**src/rtl/case_reg_arbiter.sv**
```systemverilog
`default_nettype none
// ============================================================================
// Module   : case_reg_arbiter
// Brief    : Round-robin arbiter/sequencer sharing one registered DATA_W-bit
//            register among NUM_REQ requesters. The granted requester's 2-bit
//            opcode is case-decoded into hold / load / invert / clear.
//            Optional macro PARITY_EN adds a registered even-parity output
//            data_par that tracks data_out.
// Revision : 1.0 - initial release
// ============================================================================
module case_reg_arbiter #(
  parameter int NUM_REQ = 4,
  parameter int DATA_W  = 2
) (
  input  logic                       clk,
  input  logic                       rst,
  input  logic [NUM_REQ-1:0]         req,
  input  logic [2*NUM_REQ-1:0]       op,
  input  logic [DATA_W*NUM_REQ-1:0]  wdata,
  output logic [NUM_REQ-1:0]         gnt,
  output logic                       busy,
  output logic                       done,
  output logic [DATA_W-1:0]          data_out
`ifdef PARITY_EN
  , output logic                     data_par
`endif
);

  localparam int PTR_W = (NUM_REQ > 1) ? $clog2(NUM_REQ) : 1;

  typedef enum logic [1:0] {
    IDLE = 2'd0,
    ARB  = 2'd1,
    EXEC = 2'd2,
    ACK  = 2'd3
  } state_t;

  state_t              state, state_n;
  logic [PTR_W-1:0]    rr_ptr, rr_ptr_n;
  logic [PTR_W-1:0]    win, win_n;
  logic [1:0]          op_lat, op_lat_n;
  logic [DATA_W-1:0]   wd_lat, wd_lat_n;
  logic [DATA_W-1:0]   data_n;
  logic [NUM_REQ-1:0]  gnt_n;
  logic                done_n;
  logic                busy_n;

  // Scan results: first asserted request at or after rr_ptr, wrapping.
  logic                found;
  logic [PTR_W-1:0]    scan_win;
  logic [PTR_W:0]      scan_sum;
  logic [PTR_W-1:0]    scan_idx;
  logic [1:0]          sel_op;
  logic [DATA_W-1:0]   sel_wd;
  logic [NUM_REQ-1:0]  scan_onehot;

  // Round-robin search by increasing distance from rr_ptr
  always_comb begin
    found    = 1'b0;
    scan_win = '0;
    scan_sum = '0;
    scan_idx = '0;
    for (int k = 0; k < NUM_REQ; k++) begin
      scan_sum = {1'b0, rr_ptr} + (PTR_W+1)'(k);
      if (scan_sum >= (PTR_W+1)'(NUM_REQ)) begin
        scan_sum = scan_sum - (PTR_W+1)'(NUM_REQ);
      end
      scan_idx = scan_sum[PTR_W-1:0];
      for (int j = 0; j < NUM_REQ; j++) begin
        if (!found && req[j] && (scan_idx == PTR_W'(j))) begin
          found    = 1'b1;
          scan_win = PTR_W'(j);
        end
      end
    end
  end

  // Select the winner's opcode, write data and one-hot grant
  always_comb begin
    sel_op      = 2'b00;
    sel_wd      = '0;
    scan_onehot = '0;
    for (int j = 0; j < NUM_REQ; j++) begin
      if (scan_win == PTR_W'(j)) begin
        sel_op         = op[2*j +: 2];
        sel_wd         = wdata[DATA_W*j +: DATA_W];
        scan_onehot[j] = 1'b1;
      end
    end
  end

  // Next-state and next-output decode; all outputs are registered below
  always_comb begin
    state_n  = state;
    gnt_n    = gnt;
    done_n   = 1'b0;
    data_n   = data_out;
    rr_ptr_n = rr_ptr;
    win_n    = win;
    op_lat_n = op_lat;
    wd_lat_n = wd_lat;
    case (state)
      IDLE: begin
        if (|req) state_n = ARB;
      end
      ARB: begin
        if (found) begin
          state_n  = EXEC;
          gnt_n    = scan_onehot;
          win_n    = scan_win;
          op_lat_n = sel_op;
          wd_lat_n = sel_wd;
        end else begin
          // Requester withdrew before arbitration: abandon quietly.
          state_n = IDLE;
          gnt_n   = '0;
        end
      end
      EXEC: begin
        case (op_lat)
          2'b00:   data_n = data_out;
          2'b01:   data_n = wd_lat;
          2'b10:   data_n = ~data_out;
          2'b11:   data_n = '0;
          default: data_n = data_out;
        endcase
        done_n  = 1'b1;
        state_n = ACK;
      end
      ACK: begin
        gnt_n    = '0;
        rr_ptr_n = (win == PTR_W'(NUM_REQ-1)) ? '0 : win + PTR_W'(1);
        state_n  = IDLE;
      end
      default: begin
        state_n = IDLE;
        gnt_n   = '0;
      end
    endcase
    busy_n = (state_n != IDLE);
  end

  // FSM state register
  always_ff @(posedge clk or posedge rst) begin
    if (rst) state <= IDLE;
    else     state <= state_n;
  end

  // Datapath and output registers
  always_ff @(posedge clk or posedge rst) begin
    if (rst) begin
      gnt      <= '0;
      busy     <= 1'b0;
      done     <= 1'b0;
      data_out <= '0;
      rr_ptr   <= '0;
      win      <= '0;
      op_lat   <= 2'b00;
      wd_lat   <= '0;
    end else begin
      gnt      <= gnt_n;
      busy     <= busy_n;
      done     <= done_n;
      data_out <= data_n;
      rr_ptr   <= rr_ptr_n;
      win      <= win_n;
      op_lat   <= op_lat_n;
      wd_lat   <= wd_lat_n;
    end
  end

`ifdef PARITY_EN
  // Even parity registered on the same edge as data_out
  always_ff @(posedge clk or posedge rst) begin
    if (rst) data_par <= 1'b0;
    else     data_par <= ^data_n;
  end
`endif

endmodule
`default_nettype wire

```
**config.mk**
```make
export PLATFORM = sky130hd
export DESIGN_NAME = case_reg_arbiter
export DESIGN_NICKNAME = d
export VERILOG_FILES = /design/src/rtl/case_reg_arbiter.sv
export SDC_FILE = /design/constraint.sdc
export NUM_CORES = 1
export LEC_CHECK = 0
export CORE_UTILIZATION = 50
export CTS_BUF_LIST = sky130_fd_sc_hd__clkbuf_8 sky130_fd_sc_hd__clkbuf_16
export DETAILED_ROUTE_END_ITERATION = 6
export PLACE_DENSITY = 0.86
export SLEW_MARGIN = 10
export SYNTH_ARGS = -nofsm -noshare
export SYNTH_HDL_FRONTEND = slang
export SYNTH_SLANG_ARGS = --single-unit
```
**constraint.sdc**
```tcl
create_clock -name clk -period 2.34 [get_ports clk]
set_input_delay 0.468 -clock clk [delete_from_list [all_inputs] [get_ports clk]]
set_output_delay 0.468 -clock clk [all_outputs]
set_load 0.01 [all_outputs]
```
==> impl_metrics.toml <==
[min_path]
hp-start = "win[0]"
hp-class = "reg2reg"

[die]
pin_count = 30
fp.dieH_um = 47.4
start_util = 0.530
core_area_um2 = 1940
dieWidth_um = 47.4
die_area_um2 = 2240
row_count = 16

[cts]
cts-root-buf = "clkbuf_8"
htreeDepth = 1
cts_sinks = 18
cts_tree = "built"
cts-buffers-inserted = 3
postCtsSetupRepairBufs = 0
clk_pin_slew_ns = 0.07
cts_resized = 0
hold_buffers = 0
cts.path.max_buffers = 2
clock_latency_ns = 0.25

[route]
via_per_inst = 5.68
drc = 0
dr_total_vias = 1000
wirelength_um = 2430
routedWlPerCell_um = 13.8
first_iter_violations = 24
dr.pass1.iters = 4
postRouteAntennaNets = 0

[placed_design]
portBuffers = 29
dpl.hpwl_um = 1910
routabilityCongestion = 0.816
place_area_um2 = 1370

[synth]
synth-seq-cells = 18
synthesis.area_um2 = 1030
synthCells = 114
async_reset_ff_frac = 1.00
synth_warnings = 0
synth_flop_cell = "dfrtp_1"
synth-edff-count = 0
synth_cell_types = 36
synth_nets = 137
syn_avg_cell_area_um2 = 9.03
yosysSeqAreaShare = 0.437
yosysTopAreaCell = "dfrtp_1"
synth_area_leaders = "dfrtp_1, nand2_1, nor2_1, a21oi_1, o21ai_0"
yosys.area.top_type_share = 0.437

[worst_setup_path]
end_kind = "flip-flop"
crit_type = "in2reg"
worstSetupStartpointType = "primary input"
arrival_ns = 2.17
required_ns = 2.50
crit_start = "req[1]"
r2r_start = "rr_ptr[1]"
path_max_fanout = 9
crit_slowest_cell = "or4_4"
crit_chain = "clkdlybuf4s50_1 -> or4_4 -> and3b_4 -> o21ai_4 -> a211oi_1 -> a221oi_2"
crit_path_max_incr_delay_ns = 0.54

[global_routing]
grt_pass1_wl_um = 3830
grt_overflow = 0
antenna_found_initial = 0
grt_pass1_vias = 901
grt.total_usage = 0.244
grt_max_degree = 19

[flow_run]
drv_cap = 0

[sta]
final.setup.tns_ns = 0
hold_violations = 0
finalCriticalPeriod_ns = 2.01
setup_violations = 0
drv_slew = 0
whs_ns = 0.492
grt_setup_unrepaired = "no"
fin_crit_sh = 0.858
worst-slew-pin-transition_ns = 0.668
skew_ns = 0.00472
maxSlewHeadroom = 0.554
max_freq_mhz = 498

[finish]
design_area_um2 = 1430
drive_above_1_share = 0.114
final_cell_mix = "clkdlybuf4s50_1, dfrtp_1, nand2_1"
layout_commonest_cell = "clkdlybuf4s50_1"
insertedDiodeCount = 0
area_delta_synth_final_pct = 38.5
fin_nets = 173

[pwr]
power_w = 0.00165
ir_worst_vdd_mv = 0.688
leakage_nw = 0.606
cellPowerDensity_nw_per_um2 = 1160

[outcome]
status = "completed"
## metrics by stage
step / util / setup WS, ns / std cells
after detailed placement: 0.706 / 0.0855 / 172
after global placement: 0.706 / 0.152 / 172
after global routing: 0.735 / 0.209 / 176
after floorplan: - / 0.595 / 114
after CTS: 0.735 / 0.348 / 176
final: 0.735 / 0.332 / 176
## synth_stat cells (2+ instances only)
library cell,number
dfrtp_1,18
nor2_1,11
a31oi_1,3
a211oi_1,2
inv_1,9
o21bai_1,2
nand3b_1,3
o22ai_1,2
a21oi_1,8
o2bb2ai_1,2
nand2b_1,2
o31ai_1,2
o21ai_0,7
a22oi_1,2
nor2b_1,4
o221ai_1,3
nand2_1,15
## final cells by class
cell class / count / area [um^2]
multi-input cells: 84 / 526
repair buffers: 34 / 328
flip-flops and latches: 18 / 450
clock buffers: 4 / 55.1
fillers: 160 / 515
well taps: 27 / 33.8
inverters: 9 / 33.8
## worst max-delay path: cells and delay by family
| kind | cells | cell delay, ns |
|---|---|---|
| compound gates | 3 | 0.38 |
| simple gates | 2 | 0.79 |
| buf+inv | 1 | 0.52 |
## worst paths after layout
check | slack (ns) | cells after the start | endpoint
worst max-delay path | 0.33 | 6 | op_lat[1]
worst min-delay path | 0.49 | 1 | rr_ptr[0]
worst max register to register | 0.66 | 5 | op_lat[0]
worst min register to register | 0.49 | 1 | rr_ptr[0]
max in group asynchronous | 1.30 | 2 | gnt[1]
min in group asynchronous | 0.62 | 2 | data_out[0]
## per-layer routing
layer / track usage / routed length (um)
met1: 0.319 / 1060
met2: 0.405 / 1200
met3: 0.0346 / 122
met4: 0.0914 / 46
met5: 0 / 0
## power breakdown
part | leakage [nW] | internal, W | total [W] | switching, W
Sequential | 0.220 | 0.000464 | 0.000614 | 0.000150
Combinational | 0.357 | 0.000406 | 0.000787 | 0.000381
Clock | 0.0288 | 0.000149 | 0.000250 | 0.000101
## cells by family after synthesis
logic type               synth area share
AND/OR/NAND/NOR                     0.209
multiplexers                       0.0207
buffers and inverters              0.0522
AO/OA/AOI/OAI                       0.269
flip-flops                          0.437
adder cells (fa/ha/maj)            0.0121
## sequential cells by signal (all words and copies together), names as in the netlist
register and count:
data_out 2, busy 1, wd_lat 2, state 2, gnt 4, op_lat 2, win 2, done 1
rr_ptr 2
(Power assumes the default switching activity.)
